$ cat config.mk
export PLATFORM = sky130hd
export DESIGN_NAME = fetch_ctrl_flat
export DESIGN_NICKNAME = d
export VERILOG_FILES = /design/src/rtl/fetch_ctrl_if.sv /design/src/rtl/fetch_ctrl.sv /design/src/flat_wrapper.sv
export SDC_FILE = /design/constraint.sdc
export NUM_CORES = 1
export LEC_CHECK = 0
export CAP_MARGIN = 30
export CORE_UTILIZATION = 37
export CTS_BUF_LIST = sky130_fd_sc_hd__clkbuf_8 sky130_fd_sc_hd__clkbuf_16
export CTS_CLUSTER_DIAMETER = 30
export DETAILED_ROUTE_END_ITERATION = 7
export PLACE_DENSITY = 0.84
export SYNTH_ARGS = -nofsm -noshare
export SYNTH_HDL_FRONTEND = slang
export SYNTH_SLANG_ARGS = --single-unit
$ cat constraint.sdc
create_clock -name clk -period 2.9 [get_ports clk]
set_input_delay 0.29 -clock clk [delete_from_list [all_inputs] [get_ports clk]]
set_output_delay 0.29 -clock clk [all_outputs]
set_load 0.1 [all_outputs]
$ cat src/rtl/fetch_ctrl_if.sv
// fetch_ctrl_if: bundles the fetch stage's PC-register control, instruction-memory handshake,
// redirect inputs and decode-side buffer outputs.
//   master : the fetch controller (drives PC control, imem request, buffer outputs)
//   slave  : the surrounding pipeline / memory / PC register
interface fetch_ctrl_if;
  logic [31:0] pc_cur;
  logic        pc_write;
  logic        pc_inc;
  logic [31:0] pc_next;
  logic        imem_req;
  logic [31:0] imem_addr;
  logic        imem_ready;
  logic [31:0] imem_rdata;
  logic        br_taken;
  logic [31:0] br_target;
  logic        trap;
  logic        id_stall;
  logic        inst_valid;
  logic [31:0] inst_out;
  logic [31:0] inst_pc;

  modport master (
    input  pc_cur, imem_ready, imem_rdata, br_taken, br_target, trap, id_stall,
    output pc_write, pc_inc, pc_next, imem_req, imem_addr, inst_valid, inst_out, inst_pc
  );

  modport slave (
    output pc_cur, imem_ready, imem_rdata, br_taken, br_target, trap, id_stall,
    input  pc_write, pc_inc, pc_next, imem_req, imem_addr, inst_valid, inst_out, inst_pc
  );
endinterface

$ cat src/rtl/fetch_ctrl.sv
// fetch_ctrl: fetch-stage sequencer. Requests one instruction at a time from instruction memory,
// holds it in a single-entry buffer toward decode, advances or redirects the PC register and
// discards wrong-path memory responses after a redirect.
// Ports:
//   clk       : clock, all state on rising edge
//   reset     : synchronous active-high reset
//   bus       : fetch_ctrl_if.master (PC control, imem handshake, redirects, decode buffer)
//   perf_fetch/perf_flush : event counters, present only when FETCH_PERF_EN is defined
// Optional feature macro: FETCH_PERF_EN
module fetch_ctrl #(
  parameter logic [31:0] TRAP_VEC = 32'h0000_0100
) (
  input  logic               clk,
  input  logic               reset,
  fetch_ctrl_if.master       bus
`ifdef FETCH_PERF_EN
  ,
  output logic [31:0]        perf_fetch,
  output logic [31:0]        perf_flush
`endif
);

  typedef enum logic [1:0] {StIdle, StFetch, StFull, StDrain} state_e;

  state_e      r_state;
  logic        r_inst_valid;
  logic [31:0] r_inst_out;
  logic [31:0] r_inst_pc;

  logic        w_redirect;
  logic        w_accept;
  logic        w_req;

  // Redirects are ignored in IDLE and while reset is asserted.
  assign w_redirect = !reset && (r_state != StIdle) && (bus.trap || bus.br_taken);
  assign w_req      = !reset && ((r_state == StFetch) || (r_state == StDrain));
  assign w_accept   = !reset && (r_state == StFetch) && bus.imem_ready && !w_redirect;

  always_comb begin
    bus.pc_write = w_redirect;
    bus.pc_inc   = w_accept;
    bus.pc_next  = '0;
    if (w_redirect) begin
      bus.pc_next = bus.trap ? TRAP_VEC : {bus.br_target[31:2], 2'b00};
    end
  end

  assign bus.imem_req   = w_req;
  assign bus.imem_addr  = bus.pc_cur;
  assign bus.inst_valid = r_inst_valid;
  assign bus.inst_out   = r_inst_out;
  assign bus.inst_pc    = r_inst_pc;

  always_ff @(posedge clk) begin
    if (reset) begin
      r_state      <= StIdle;
      r_inst_valid <= 1'b0;
      r_inst_out   <= '0;
      r_inst_pc    <= '0;
    end else begin
      unique case (r_state)
        StIdle: r_state <= StFetch;
        StFetch: begin
          if (w_redirect) begin
            // A response arriving in the redirect cycle closes the access; otherwise it is
            // still in flight and must be drained before refetching.
            r_state      <= bus.imem_ready ? StFetch : StDrain;
            r_inst_valid <= 1'b0;
          end else if (bus.imem_ready) begin
            r_inst_out   <= bus.imem_rdata;
            r_inst_pc    <= bus.pc_cur;
            r_inst_valid <= 1'b1;
            r_state      <= StFull;
          end
        end
        StFull: begin
          if (w_redirect || !bus.id_stall) begin
            r_inst_valid <= 1'b0;
            r_state      <= StFetch;
          end
        end
        StDrain: begin
          r_inst_valid <= 1'b0;
          if (!w_redirect && bus.imem_ready) begin
            r_state <= StFetch;
          end
        end
        default: r_state <= StIdle;
      endcase
    end
  end

`ifdef FETCH_PERF_EN
  always_ff @(posedge clk) begin
    if (reset) begin
      perf_fetch <= '0;
      perf_flush <= '0;
    end else begin
      if (w_accept)   perf_fetch <= perf_fetch + 32'd1;
      if (w_redirect) perf_flush <= perf_flush + 32'd1;
    end
  end
`endif

endmodule
$ cat src/flat_wrapper.sv
// flat-port wrapper written by rule: the top's interface ports become plain ports
module fetch_ctrl_flat 
#(
  parameter logic [31:0] TRAP_VEC = 32'h0000_0100
)
  (clk, reset, bus_pc_cur, bus_imem_ready, bus_imem_rdata, bus_br_taken, bus_br_target, bus_trap, bus_id_stall, bus_pc_write, bus_pc_inc, bus_pc_next, bus_imem_req, bus_imem_addr, bus_inst_valid, bus_inst_out, bus_inst_pc);
  fetch_ctrl_if bus_i ();
  input  logic clk;
  input  logic reset;
  input wire logic [$bits(bus_i.pc_cur)-1:0] bus_pc_cur;
  input wire logic [$bits(bus_i.imem_ready)-1:0] bus_imem_ready;
  input wire logic [$bits(bus_i.imem_rdata)-1:0] bus_imem_rdata;
  input wire logic [$bits(bus_i.br_taken)-1:0] bus_br_taken;
  input wire logic [$bits(bus_i.br_target)-1:0] bus_br_target;
  input wire logic [$bits(bus_i.trap)-1:0] bus_trap;
  input wire logic [$bits(bus_i.id_stall)-1:0] bus_id_stall;
  output wire logic [$bits(bus_i.pc_write)-1:0] bus_pc_write;
  output wire logic [$bits(bus_i.pc_inc)-1:0] bus_pc_inc;
  output wire logic [$bits(bus_i.pc_next)-1:0] bus_pc_next;
  output wire logic [$bits(bus_i.imem_req)-1:0] bus_imem_req;
  output wire logic [$bits(bus_i.imem_addr)-1:0] bus_imem_addr;
  output wire logic [$bits(bus_i.inst_valid)-1:0] bus_inst_valid;
  output wire logic [$bits(bus_i.inst_out)-1:0] bus_inst_out;
  output wire logic [$bits(bus_i.inst_pc)-1:0] bus_inst_pc;
  assign bus_i.pc_cur = bus_pc_cur;
  assign bus_i.imem_ready = bus_imem_ready;
  assign bus_i.imem_rdata = bus_imem_rdata;
  assign bus_i.br_taken = bus_br_taken;
  assign bus_i.br_target = bus_br_target;
  assign bus_i.trap = bus_trap;
  assign bus_i.id_stall = bus_id_stall;
  assign bus_pc_write = bus_i.pc_write;
  assign bus_pc_inc = bus_i.pc_inc;
  assign bus_pc_next = bus_i.pc_next;
  assign bus_imem_req = bus_i.imem_req;
  assign bus_imem_addr = bus_i.imem_addr;
  assign bus_inst_valid = bus_i.inst_valid;
  assign bus_inst_out = bus_i.inst_out;
  assign bus_inst_pc = bus_i.inst_pc;
  fetch_ctrl #(.TRAP_VEC(TRAP_VEC)) u_core (.clk(clk), .reset(reset), .bus(bus_i));
endmodule
==> qor.log <==
qor: run_status.outcome finished clean
qor: finish.area_delta_synth_final 73.2%
qor: hold_path.holdCritPathClass primary input to flip-flop
qor: setup_path.critical_path.startpoint bus_br_taken
qor: finish.final_cells 678
qor: cts.post_cts_resized 0
qor: placed_design.dp_hpwl 7900 um
qor: timing.maxClockFrequency 460 MHz
qor: die.i_o_pin_count 234
qor: global_routing.number_of_global_route_vias_before_repair 3386
qor: placed_design.gpl.final_weighted_congestion 0.824
qor: route.detail-route-antenna-nets 0
qor: setup_path.crit_arrival 1.88 ns
qor: global_routing.grt_max_degree 38
qor: global_routing.global_route_wire_length_before_repair 16400 um
qor: cts.postCtsSetupRepairBufs 0
qor: timing.finalHoldViolations 0
qor: die.dieArea 8880 um2
qor: finish.antenna_cells 0
qor: synthesis.post_synth_inst_count 395
qor: global_routing.gr-usage-all-layers 23.7%
qor: power_and_ir_drop.share_seq_of_total_power 36.4%
qor: timing.timing.final.max_slew_violations 0
qor: power_and_ir_drop.pwrdens 494 nW/um2
qor: power_and_ir_drop.p_leak 2.18 nW
qor: setup_path.ff2ff_path_depth 4
qor: cts.clk_path_buf_depth 2
qor: setup_path.critical_path_peak_fanout 29
qor: timing.worst_clock_skew 0.00681 ns
qor: synthesis.ys_seq_elements 67
qor: synthesis.synth_area_per_cell 7.97 um2
qor: global_routing.gr-total-overflow 0
qor: synthesis.ys_types 28
qor: finish.finalNetCount 670
qor: cts.cts_max_level 3
qor: setup_path.r2r-end u_core.bus.inst_out[15]$_SDFFE_PP0P_
qor: power_and_ir_drop.cellInternalPower 0.00164 W
qor: setup_path.worst-endpoint-required 2.61 ns
qor: route.drt_first_pass_iters 4
qor: power_and_ir_drop.sw_frac_of_total 39.0%
qor: synthesis.post_synth_mux_area_share 0%
qor: synthesis.synth_warnings 0
qor: route.wl_per_cell 15.5 um
qor: setup_path.r2r_start u_core.r_state[0]$_SDFFE_PP0P_
qor: timing.finalSetupTns 0 ns
qor: cts.cts_buf_count 9
qor: route.detailedRoute.firstIterationViolations 116
qor: route.drc 0
qor: route.vias 3468
qor: setup_path.r2r_slack 1.17 ns
qor: route.drt-total-wl 10500 um
qor: die.start_util 38.3%
qor: setup_path.setup.worst_path.start_class primary input
qor: timing.worst_pin_slew 0.786 ns
qor: timing.finalSetupViolCount 0
qor: synthesis.dominant_combinational_cell_family_by_area_after_synthesis compound AO/OA/AOI/OAI gates
qor: placed_design.place.port_buffers 229
qor: cts.cts_hold_buffers 0
qor: setup_path.timing.critical_path.to bus_pc_next[7]
qor: timing.relSlewSlack 47.5%
qor: cts.clock_latency 0.33 ns
qor: synthesis.synth-compound-area-share 23.3%
qor: placed_design.post-place-cells 662
qor: synthesis.yosys.area_share.xor_xnor 0%
qor: finish.post_route_cells_drive_above_1_share 27.6%
qor: setup_path.nature_of_the_critical_path_endpoint output pin
qor: power_and_ir_drop.combPwrFrac 36.5%
qor: route.routed_via_count_divided_by_cell_count 5.12
qor: power_and_ir_drop.p_switching 0.00105 W
qor: die.std_cell_rows 33
qor: synthesis.synth_area 3150 um2
qor: global_routing.antenna_violations_before_repair 0
qor: cts.clkSlewWorstSetupHoldPaths 0.07 ns
qor: die.floorplan.die.height 94.2 um
qor: setup_path.worstSetupPathType primary input to output pin
qor: power_and_ir_drop.ir_worst_vdd 370 uV
qor: die.chipWidth 94.2 um
qor: cts.tritoncts_clock_tree yes
qor: cts.cts.sinks 67
qor: synthesis.ys_seq_area_share 42.6%
qor: synthesis.synth_fa_ha_area_share 0%
qor: timing.post-route-period-util 75.0%
qor: cts.cts-root-buf sky130_fd_sc_hd__clkbuf_8
qor: power_and_ir_drop.pwr-share-clk 27.2%
qor: run.drv_cap 0
qor: synthesis.yosys.area_share.simple 18.8%
qor: timing.timing.final.crit_period 2.17 ns
qor: timing.grt_setup_unrepaired false
qor: die.fp.coreArea 8220 um2
## logic make-up (layout without fill, tap and decap cells)
kind of cell / count (synthesis) / in the layout
other cells: 1 / 2
buf+inv: 80 / 257
compound gates: 141 / 141
flops: 67 / 67
simple gates: 106 / 106
## cells in the mapped netlist
cell / number / area, um2
sky130_fd_sc_hd__o21ba_1: 1 / 10.0
sky130_fd_sc_hd__nor3b_2: 1 / 12.5
sky130_fd_sc_hd__buf_4: 35 / 263
sky130_fd_sc_hd__nand3_1: 64 / 320
sky130_fd_sc_hd__clkbuf_1: 11 / 41.3
sky130_fd_sc_hd__nor4b_2: 1 / 15.0
sky130_fd_sc_hd__and2_1: 29 / 181
sky130_fd_sc_hd__conb_1: 1 / 3.75
sky130_fd_sc_hd__o41ai_1: 1 / 8.76
sky130_fd_sc_hd__nand3b_1: 2 / 15.0
sky130_fd_sc_hd__inv_1: 3 / 11.3
sky130_fd_sc_hd__buf_2: 27 / 135
sky130_fd_sc_hd__nor2b_1: 1 / 6.26
sky130_fd_sc_hd__nor2_1: 4 / 15.0
sky130_fd_sc_hd__and3b_1: 1 / 8.76
sky130_fd_sc_hd__o21a_1: 1 / 7.51
sky130_fd_sc_hd__buf_6: 1 / 11.3
sky130_fd_sc_hd__o21ai_0: 64 / 320
sky130_fd_sc_hd__o21ai_1: 1 / 5.00
sky130_fd_sc_hd__nor3_1: 1 / 5.00
sky130_fd_sc_hd__clkbuf_2: 3 / 15.0
sky130_fd_sc_hd__nand2_1: 1 / 3.75
sky130_fd_sc_hd__or4b_1: 1 / 10.0
sky130_fd_sc_hd__o21bai_1: 2 / 15.0
sky130_fd_sc_hd__a311o_1: 1 / 10.0
sky130_fd_sc_hd__a211oi_1: 2 / 15.0
sky130_fd_sc_hd__a21oi_1: 68 / 340
sky130_fd_sc_hd__dfxtp_1: 67 / 1340
## how the worst min path moves through the flow
stage	slack, ns	depth (start not counted)	from	endpoint
2_1_floorplan	0.44	2	bus_imem_rdata[0]	u_core.bus.inst_out[0]$_SDFFE_PP0P_
3_3_place_gp	0.45	2	u_core.bus.inst_valid$_SDFFE_PP0P_	u_core.bus.inst_valid$_SDFFE_PP0P_
3_5_place_dp	0.46	2	u_core.bus.inst_valid$_SDFFE_PP0P_	u_core.bus.inst_valid$_SDFFE_PP0P_
4_1_cts	0.42	2	reset	u_core.bus.inst_pc[21]$_SDFFE_PP0P_
5_1_grt	0.44	2	reset	u_core.bus.inst_out[8]$_SDFFE_PP0P_
6_report	0.43	2	reset	u_core.bus.inst_pc[13]$_SDFFE_PP0P_
## cells in the final DEF, fill, tap and decap left out, types with 2 or more instances in the layout
cell                              count
sky130_fd_sc_hd__nand3b_1             2
sky130_fd_sc_hd__nor2_1               4
sky130_fd_sc_hd__conb_1               2
sky130_fd_sc_hd__clkbuf_8            10
sky130_fd_sc_hd__inv_1                7
sky130_fd_sc_hd__nand3_1             64
sky130_fd_sc_hd__dfxtp_1             67
sky130_fd_sc_hd__clkdlybuf4s50_1     98
sky130_fd_sc_hd__buf_4              107
sky130_fd_sc_hd__a211oi_1             2
sky130_fd_sc_hd__buf_12              32
sky130_fd_sc_hd__and2_1              29
sky130_fd_sc_hd__a21oi_1             68
sky130_fd_sc_hd__o21ai_0             64
## worst max-delay path: stages
cell and delay (ns):
sky130_fd_sc_hd__clkdlybuf4s50_1 0.69, sky130_fd_sc_hd__nor3b_2 0.23, sky130_fd_sc_hd__buf_4 0.26, sky130_fd_sc_hd__and2_1 0.22, sky130_fd_sc_hd__buf_12 0.19
## power groups by stage
stage          Clock [W]  Combinational (W)  Sequential [W]
2_1_floorplan          0           0.000448         0.00125
3_3_place_gp           0           0.000973        0.000996
3_5_place_dp           0           0.000983        0.000999
4_1_cts         0.000749           0.000985        0.000978
5_1_grt         0.000796            0.00102        0.000983
6_report        0.000731           0.000981        0.000978
## metrics by stage
step | hold slack, ns | total power, W | instance area [um2] | utilization, % | worst slack (ns)
after floorplan | 0.438 | 0.00170 | 3160 | - | 0.501
after global placement | 0.448 | 0.00197 | 5260 | 64.1 | 0.771
after detailed placement | 0.458 | 0.00198 | 5260 | 64.1 | 0.670
after CTS | 0.421 | 0.00271 | 5450 | 66.3 | 0.733
after global routing | 0.445 | 0.00280 | 5450 | 66.3 | 0.599
final | 0.429 | 0.00269 | 5450 | 66.3 | 0.726
## final cells by class
| cell class | count | area, um2 |
|---|---|---|
| multi-input cells | 249 | 1350 |
| inverters | 3 | 11.3 |
| fillers | 677 | 2770 |
| repair buffers | 238 | 2430 |
| clock inverters | 6 | 50.0 |
| well taps | 105 | 131 |
| clock buffers | 10 | 138 |
| flip-flops and latches | 67 | 1340 |
## registers in the layout (all words and copies together), names as in the netlist
register               flops
u_core.r_state             2
u_core.bus.inst_pc        32
u_core.bus.inst_out       32
u_core.bus.inst_valid      1
## per-layer routing
layer,part of all wire (%),vias to the layer above,track usage (%)
li1,-,1680,-
met1,39,1622,27.9
met2,51,139,40.8
met3,6.9,27,5.34
met4,3.0,0,10.8
met5,0,-,0
(Power assumes the default switching activity.)
